`src/rtl/iter_alu.sv`:
```
`default_nettype none
// ============================================================================
//  Module      : iter_alu
//  Description : Registered ALU with valid/ready handshakes. Logic, pass, LUI,
//                add/sub and compares complete in one cycle; shifts step one
//                bit per cycle and multiply is a WIDTH-cycle shift-add.
//  Revision    : 1.0 - initial release
// ============================================================================
module iter_alu #(
    parameter int WIDTH = 32,
    parameter int SW    = $clog2(WIDTH)
) (
    input  logic             clk,
    input  logic             rst_n,
    input  logic             in_valid,
    output logic             in_ready,
    input  logic [3:0]       op,
    input  logic [WIDTH-1:0] a,
    input  logic [WIDTH-1:0] b,
    output logic             out_valid,
    input  logic             out_ready,
    output logic [WIDTH-1:0] result,
    output logic             zero,
    output logic             ovf
);

    localparam logic [3:0] c_OP_OR    = 4'd0;
    localparam logic [3:0] c_OP_AND   = 4'd1;
    localparam logic [3:0] c_OP_XOR   = 4'd2;
    localparam logic [3:0] c_OP_NOR   = 4'd3;
    localparam logic [3:0] c_OP_NOTA  = 4'd4;
    localparam logic [3:0] c_OP_PASSA = 4'd5;
    localparam logic [3:0] c_OP_PASSB = 4'd6;
    localparam logic [3:0] c_OP_LUI   = 4'd7;
    localparam logic [3:0] c_OP_ADD   = 4'd8;
    localparam logic [3:0] c_OP_SUB   = 4'd9;
    localparam logic [3:0] c_OP_SLT   = 4'd10;
    localparam logic [3:0] c_OP_SGT   = 4'd11;
    localparam logic [3:0] c_OP_SLL   = 4'd12;
    localparam logic [3:0] c_OP_SRL   = 4'd13;
    localparam logic [3:0] c_OP_SRA   = 4'd14;
    localparam logic [3:0] c_OP_MUL   = 4'd15;

    localparam int         c_MSB       = WIDTH - 1;
    localparam int         c_HALF      = WIDTH / 2;
    // Counter is one bit wider than SW so it can hold WIDTH for multiply
    localparam logic [SW:0] c_MUL_STEPS = (SW+1)'(WIDTH);
    localparam logic [SW:0] c_CNT_ONE   = (SW+1)'(1);

    typedef enum logic [1:0] {
        S_IDLE  = 2'd0,
        S_SHIFT = 2'd1,
        S_MUL   = 2'd2,
        S_DONE  = 2'd3
    } state_t;

    state_t             r_state;
    logic [3:0]         r_op;
    logic [SW:0]        r_cnt;
    logic [WIDTH-1:0]   r_acc;
    logic [WIDTH-1:0]   r_mcand;
    logic [WIDTH-1:0]   r_mplier;
    logic [WIDTH-1:0]   r_result;
    logic               r_zero;
    logic               r_ovf;

    logic [WIDTH-1:0]   w_sum;
    logic [WIDTH-1:0]   w_diff;
    logic               w_add_ovf;
    logic               w_sub_ovf;
    logic               w_lt;
    logic               w_eq;
    logic [WIDTH-1:0]   w_alu_res;
    logic               w_alu_ovf;
    logic [SW-1:0]      w_shamt;
    logic               w_is_shift;
    logic [WIDTH-1:0]   w_shift_next;
    logic [WIDTH-1:0]   w_mul_next;

    assign w_sum      = a + b;
    assign w_diff     = a - b;
    assign w_add_ovf  = (a[c_MSB] == b[c_MSB]) && (w_sum[c_MSB] != a[c_MSB]);
    assign w_sub_ovf  = (a[c_MSB] != b[c_MSB]) && (w_diff[c_MSB] != a[c_MSB]);
    // True signed a<b: sign of the difference corrected by overflow
    assign w_lt       = w_diff[c_MSB] ^ w_sub_ovf;
    assign w_eq       = (a == b);
    assign w_shamt    = b[SW-1:0];
    assign w_is_shift = (op == c_OP_SLL) || (op == c_OP_SRL) || (op == c_OP_SRA);

    // Single-cycle result from the live operands at the moment of acceptance
    always_comb begin
        w_alu_res = a;
        w_alu_ovf = 1'b0;
        case (op)
            c_OP_OR:    w_alu_res = a | b;
            c_OP_AND:   w_alu_res = a & b;
            c_OP_XOR:   w_alu_res = a ^ b;
            c_OP_NOR:   w_alu_res = ~(a | b);
            c_OP_NOTA:  w_alu_res = ~a;
            c_OP_PASSA: w_alu_res = a;
            c_OP_PASSB: w_alu_res = b;
            c_OP_LUI:   w_alu_res = {a[c_HALF-1:0], {c_HALF{1'b0}}};
            c_OP_ADD: begin
                w_alu_res = w_sum;
                w_alu_ovf = w_add_ovf;
            end
            c_OP_SUB: begin
                w_alu_res = w_diff;
                w_alu_ovf = w_sub_ovf;
            end
            c_OP_SLT:   w_alu_res = {{(WIDTH-1){1'b0}}, w_lt};
            c_OP_SGT:   w_alu_res = {{(WIDTH-1){1'b0}}, (~w_lt & ~w_eq)};
            // Shifts by zero complete immediately with the operand unchanged
            default:    w_alu_res = a;
        endcase
    end

    // One-position shift step of the iterative shifter
    always_comb begin
        w_shift_next = r_acc;
        case (r_op)
            c_OP_SLL: w_shift_next = {r_acc[WIDTH-2:0], 1'b0};
            c_OP_SRL: w_shift_next = {1'b0, r_acc[WIDTH-1:1]};
            default:  w_shift_next = {r_acc[c_MSB], r_acc[WIDTH-1:1]};
        endcase
    end

    // Conditional add step of the shift-add multiplier
    assign w_mul_next = r_acc + (r_mplier[0] ? r_mcand : {WIDTH{1'b0}});

    // Control FSM and datapath registers
    always_ff @(posedge clk or negedge rst_n) begin
        if (!rst_n) begin
            r_state  <= S_IDLE;
            r_op     <= 4'd0;
            r_cnt    <= '0;
            r_acc    <= '0;
            r_mcand  <= '0;
            r_mplier <= '0;
            r_result <= '0;
            r_zero   <= 1'b0;
            r_ovf    <= 1'b0;
        end else begin
            case (r_state)
                S_IDLE: begin
                    if (in_valid) begin
                        r_op <= op;
                        if (op == c_OP_MUL) begin
                            r_acc    <= '0;
                            r_mcand  <= a;
                            r_mplier <= b;
                            r_cnt    <= c_MUL_STEPS;
                            r_state  <= S_MUL;
                        end else if (w_is_shift && (w_shamt != '0)) begin
                            r_acc   <= a;
                            r_cnt   <= {1'b0, w_shamt};
                            r_state <= S_SHIFT;
                        end else begin
                            r_result <= w_alu_res;
                            r_zero   <= (w_alu_res == '0);
                            r_ovf    <= w_alu_ovf;
                            r_state  <= S_DONE;
                        end
                    end
                end
                S_SHIFT: begin
                    r_acc <= w_shift_next;
                    r_cnt <= r_cnt - c_CNT_ONE;
                    if (r_cnt == c_CNT_ONE) begin
                        r_result <= w_shift_next;
                        r_zero   <= (w_shift_next == '0);
                        r_ovf    <= 1'b0;
                        r_state  <= S_DONE;
                    end
                end
                S_MUL: begin
                    r_acc    <= w_mul_next;
                    r_mcand  <= {r_mcand[WIDTH-2:0], 1'b0};
                    r_mplier <= {1'b0, r_mplier[WIDTH-1:1]};
                    r_cnt    <= r_cnt - c_CNT_ONE;
                    if (r_cnt == c_CNT_ONE) begin
                        r_result <= w_mul_next;
                        r_zero   <= (w_mul_next == '0);
                        r_ovf    <= 1'b0;
                        r_state  <= S_DONE;
                    end
                end
                default: begin
                    if (out_ready) begin
                        r_state <= S_IDLE;
                    end
                end
            endcase
        end
    end

    assign in_ready  = (r_state == S_IDLE);
    assign out_valid = (r_state == S_DONE);
    assign result    = r_result;
    assign zero      = r_zero;
    assign ovf       = r_ovf;

endmodule
`default_nettype wire

```
`config.mk`:
```
export PLATFORM = sky130hd
export DESIGN_NAME = iter_alu
export DESIGN_NICKNAME = d
export VERILOG_FILES = /design/src/rtl/iter_alu.sv
export SDC_FILE = /design/constraint.sdc
export NUM_CORES = 1
export LEC_CHECK = 0
export CAP_MARGIN = 20
export CORE_MARGIN = 2
export CORE_UTILIZATION = 35
export CTS_CLUSTER_DIAMETER = 120
export DETAILED_ROUTE_END_ITERATION = 7
export SYNTH_ARGS = -nofsm -noshare
export SYNTH_HDL_FRONTEND = slang
export SYNTH_SLANG_ARGS = --single-unit
```
`constraint.sdc`:
```
create_clock -name clk -period 4.2 [get_ports clk]
set_clock_uncertainty 0.05 [all_clocks]
set_input_delay 0.63 -clock clk [delete_from_list [all_inputs] [get_ports clk]]
set_output_delay 0.63 -clock clk [all_outputs]
set_load 0.01 [all_outputs]
```
---- Word level (Yosys, flattened, before mapping) ----
Index checks and enable logic that the tools add are counted.
word-level totals
  output and inout port bits .............. 36
  register bits ........................... 142
  logic and storage cells ................. 119
cells by class
  equality and inequality tests ........... 33
  multiplexer cells ....................... 41
  bitwise operators ....................... 9
  add/subtract/negate cells ............... 4
  reduce and logical (&&, ||, !) cells .... 23
operators with widths
  kind                                           count
  2-to-1 mux 32 bit                              13
  case mux 32 bit (11 select lines)              1
  case mux 32 bit (2 select lines)               3
  case mux 32 bit (3 select lines)               2
  zero test 32 bit                               3
  adder 32 bit                                   2
  inverter 32 bit                                2
  == test 4 bit, second input constant           10
  AND 32 bit                                     1
  == test 32 bit                                 1
  bitwise OR 32 bit                              1
  subtractor 32 bit                              1
  XOR 32 bit                                     1
  2-to-1 mux 6 bit                               3
  == test 4 x 3 -> 1 bit, second input constant  3
  case mux 6 bit (2 select lines)                1
  AND reduction 3 bit                            4
  2-to-1 mux 2 bit                               5
  != test 2 bit, second input constant           5
  2-to-1 mux 1 bit                               9
  == test 4 x 2 -> 1 bit, second input constant  2
  == test 6 x 1 -> 1 bit, second input constant  1
  AND reduction 6 bit                            1
  nonzero test 3 bit                             2
  other kinds (23)                               33

---- Longest topological paths before layout ----
  depth in word-level cells ............... 12
  depth in mapped cells ................... 24

---- Least setup slack after synthesis ----
No wires, ideal clock.
  kind .................................... input to register
  start point ............................. input a[19]
  end point ............................... register r_zero, in the netlist zero
  path slack .............................. -0.707 ns
  stages on the path ...................... 24
  arrival ................................. 4.790 ns
  data required time ...................... 4.084 ns
  setup time .............................. 0.066 ns
  cells stage by stage .................... inv_1 -> ha_1 -> clkbuf_1 -> nor4_1 -> o21ai_1 -> a31oi_1 -> nor2_1 -> a21boi_1 -> o21bai_1 -> o31ai_1 -> a21oi_1 -> nor2_1 -> nor2_1 -> fa_1 -> nor4_1 -> and4_1 -> a31oi_1 -> a21oi_1 -> nand4b_1 -> a2111o_1 -> nor4_1 -> and3_1 -> and4_1 -> a41o_1
on the way
  cells in the longest elaborated chain, start to end .. 12
RTL lines
  what                                   line  RTL
  start: declaration                     18    input logic [WIDTH-1:0] a,
  subtractor 32 bit                      81    assign w_diff = a - b;
  != test 1 bit                          83    assign w_sub_ovf = (a[c_MSB] != b[c_MSB]) && (w_diff[c_MSB] != a[c_MSB]);
  logical AND 1 bit                      83
  XOR 1 bit                              85    assign w_lt = w_diff[c_MSB] ^ w_sub_ovf;
  inverter 1 bit                         112   c_OP_SGT: w_alu_res = {{(WIDTH-1){1'b0}}, (~w_lt & ~w_eq)};
  AND 1 bit                              112
  case mux 32 bit (11 select lines) (*)  94    case (op)
  zero test 32 bit (*)                   160   r_zero <= (w_alu_res == '0);
  2-to-1 mux 1 bit (*)                   154   end else if (w_is_shift && (w_shamt != '0)) begin
  2-to-1 mux 1 bit (*)                   148   if (op == c_OP_MUL) begin
  2-to-1 mux 1 bit (*)                   146   if (in_valid) begin
  case mux 1 bit (3 select lines) (*)    144   case (r_state)
  end signal: assignment                 160
  end signal: assignment                 171   r_zero <= (w_shift_next == '0);
  end signal: assignment                 183   r_zero <= (w_mul_next == '0);
  end: declaration                       64    logic r_zero;
Every way passes the cells marked *; elsewhere a longest branch is shown, timed or not. The select of a mux whose other input is x is not followed.
A chain may end at the register's enable or synchronous reset.

---- Worst setup path in the final report ----
Ends and elaborated chain as after synthesis.

==> summary.txt <==
Timing
  • Unrepaired setup endpoints after global routing: yes
  • Min Tclk post-route: 4.70 ns
  • Fin crit share: 112%
  • Worst slew pin tran: 0.959 ns
  • Worst hold margin: 0.0547 ns
  • Setup TNS: -0.496 ns
  • Rel. slew slack: 36.0%
  • # setup viols final: 1
  • Fin. Hold Viols: 0
  • Fmax: 0.213 GHz
  • Final Max Tran Viols: 0
  • Setup slack after layout: -0.496 ns

Run status
  • Outcome: finished, violations left
  • Failing checks: setup timing

Logic synthesis
  • Post-Synth Adder-Cell Area: 10.7%
  • Synth warn: 0
  • Post-synth top area share: 21.9%
  • FFs w/ async S/R, synth: 100%
  • Top FF cell, synth: dfrtp_1
  • Syn Inst Count: 2237
  • Largest family of logic cells by synthesized area: compound AO/OA/AOI/OAI gates
  • Mux cell area share after synthesis: 6.39%
  • Post-synth EDFFs: 0
  • Area leader, netlist: dfrtp_1
  • XOR/XNOR share of the synthesized area: 2.70%
  • Syn Nets: 2446
  • Syn Area/Cell: 7.26 µm²
  • Synth Area in Compound Gates: 30.5%
  • Post-synthesis cell area: 16200 µm²
  • Synth unique cells: 83
  • Post-Synth Simple-Gate Area: 21.5%
  • Seq/Total Area, Yosys: 21.9%
  • Yosys reg bits: 142
  • Synth top area cells: dfrtp_1 (22%), ha_1 (10%), a21oi_1 (8.9%), nor2_1 (5.7%), mux2i_1 (5.5%)

Floorplan
  • Area of the die: 48100 µm²
  • Die width: 219 µm
  • I/O pin total: 108
  • Core area: 45600 µm²
  • Die H: 219 µm
  • Row cnt: 78
  • Effective utilization at floorplan: 35.6%

Pwr
  • Peak supply drop: 0.377 mV
  • Tot Pwr: 13.8 mW
  • P_leak: 9.88 nW
  • PwrDens: 616 nW/µm²

Setup path
  • Worst-path maximum fanout: 3
  • Setup CP Type: input port to register
  • Max stage delay cell, worst path: nor4_4
  • Crit-path max cell delay: 0.37 ns
  • CP startpoint kind: input port
  • Worst path arrival time: 5.05 ns
  • Crit. End Element: register
  • Critical Path RT: 4.56 ns

Clock tree
  • Clk sinks: 142
  • CTS clk-pin slew, worst paths: 0.07 ns
  • TritonCTS clock tree: done
  • Total CTS buffers: 17
  • Hold-fix buffers, CTS: 0
  • CTS max path bufs: 2
  • Later-pin clock latency in the skew report: 0.46 ns
  • H-tree levels: 4
  • Clk root buf: clkbuf_16

GRT
  • Global route total overflow: 0
  • Largest net degree at the start of global routing: 83
  • GRT Max-Usage Layer: met2
  • Met3 usage: 4.89%
  • M1 GR Usage: 42.6%
  • Total Routing Usage GR: 32.0%
  • Vias in the first global route: 19100
  • First-pass GRT wire length: 116 mm
  • Grt met2 use: 50.9%
  • Initial antenna violation count: 0

Placement
  • Setup WS pre-CTS: -1.89 ns
  • Port Buffers: 107
  • DP Area: 21000 µm²
  • Gpl congestion: 1.08
  • Post-Place Cells: 3243
  • Detailed Place HPWL: 60.9 mm

Route
  • Via count: 19600
  • 1st-pass router iterations: 6
  • Antenna Nets Post-Route: 0
  • DR vias/cell: 5.95
  • DRC: 0
  • 1st-iter DRT viols: 2222
  • Routed len/inst: 23.4 µm
  • WL final: 77.1 mm

Run
  • Max_cap viols: 0

Finish
  • Most common cell after layout, fill and taps aside: buf_4
  • Final net count: 2886
  • Layout cells sized above 1: 25.0%
  • Most frequent cells in the layout: buf_4 (464), a21oi_1 (286), nor2_1 (239)
  • Area growth syn-to-layout: 37.8%
  • Final instance area: 22400 µm²
  • Fillers: 4478
  • Final core utilization: 49.1%
  • Ant diodes: 0
  • Finished Layout Cells: 3289

Worst hold path
  • Hold WC Path Type: input port to async pin
[path summary, 6_finish.rpt]
| check | start | endpoint | slack (ns) | cells after the start |
|---|---|---|---|---|
| worst max-delay path | a[19] | zero$_DFFE_PN0P_ | -0.50 | 26 |
| worst min-delay path | rst_n | r_mplier[22]$_DFFE_PN0P_ | 0.05 | 1 |
| worst max register to register | r_mplier[0]$_DFFE_PN0P_ | zero$_DFFE_PN0P_ | 0.07 | 15 |
| worst min register to register | result[18]$_DFFE_PN0P_ | result[18]$_DFFE_PN0P_ | 0.44 | 2 |
| max in group asynchronous | rst_n | r_state[0]$_DFFE_PN0P_ | 3.13 | 2 |
| min in group clk | result[18]$_DFFE_PN0P_ | result[18]$_DFFE_PN0P_ | 0.44 | 2 |
[where the power goes]
part           total [mW]  internal (mW)  switching [mW]
Sequential           2.73           2.07           0.657
Clock                1.70           1.03           0.669
Combinational        9.37           3.85            5.52
Total                13.8           6.94            6.85
[critical path, delay by kind of cell]
kind | cells | cell delay, ns
AO/OA/AOI/OAI | 10 | 1.68
adder cells (fa/ha/maj) | 2 | 0.56
buffers and inverters | 4 | 0.51
AND/OR/NAND/NOR | 10 | 1.65
[synthesized netlist by cell type, types with 17 or more instances]
cell type and count:
a21oi_1 290, nor2_1 246, nand2_1 219, dfrtp_1 142, clkbuf_1 133, ha_1 133
o21ai_0 124, inv_1 102, mux2i_1 89, nand3_1 46, nor3_1 46, and2_1 41
xnor2_1 38, o21ai_1 35, nor2b_1 34, o211ai_1 31, a31oi_1 30, a22oi_1 26
a211oi_1 25, a21o_1 23, nor4_1 22, nand2b_1 21, o22ai_1 17
[state kept, by name, summed over array words and instances, names as in the netlist]
name,flops
r_state,2
r_mplier,32
ovf,1
r_mcand,32
r_op,4
zero,1
r_acc,32
result,32
r_cnt,6
[cell families after synthesis]
group | Yosys count
adder cells (fa/ha/maj) | 137
AND/OR/NAND/NOR | 752
AO/OA/AOI/OAI | 784
buffers and inverters | 270
flip-flops | 142
multiplexers | 102
XOR/XNOR | 50
[per-layer routing]
layer / wire length [µm] / vias to the layer above
li1: - / 8997
met1: 32900 / 9425
met2: 34700 / 941
met3: 5830 / 215
met4: 3690 / 0
met5: 0 / -
[cell type report]
class | count | area [µm²] | share of cell area, %
Multi-Input combinational cell | 1825 | 12300 | 55.2
Timing Repair Buffer | 579 | 4660 | 20.8
Sequential cell | 142 | 3550 | 15.9
Tap cell | 600 | 751 | 3.36
Clock buffer | 19 | 453 | 2.02
Inverter | 112 | 435 | 1.95
Clock inverter | 12 | 181 | 0.811
[repair_timing]
action,in CTS,in global routing
pin swaps,25,35
buffers inserted,9,7
hold endpoints to repair,0,0
gates resized for setup,129,118
endpoints found under the setup margin,13,8
(Power assumes the default switching activity.)
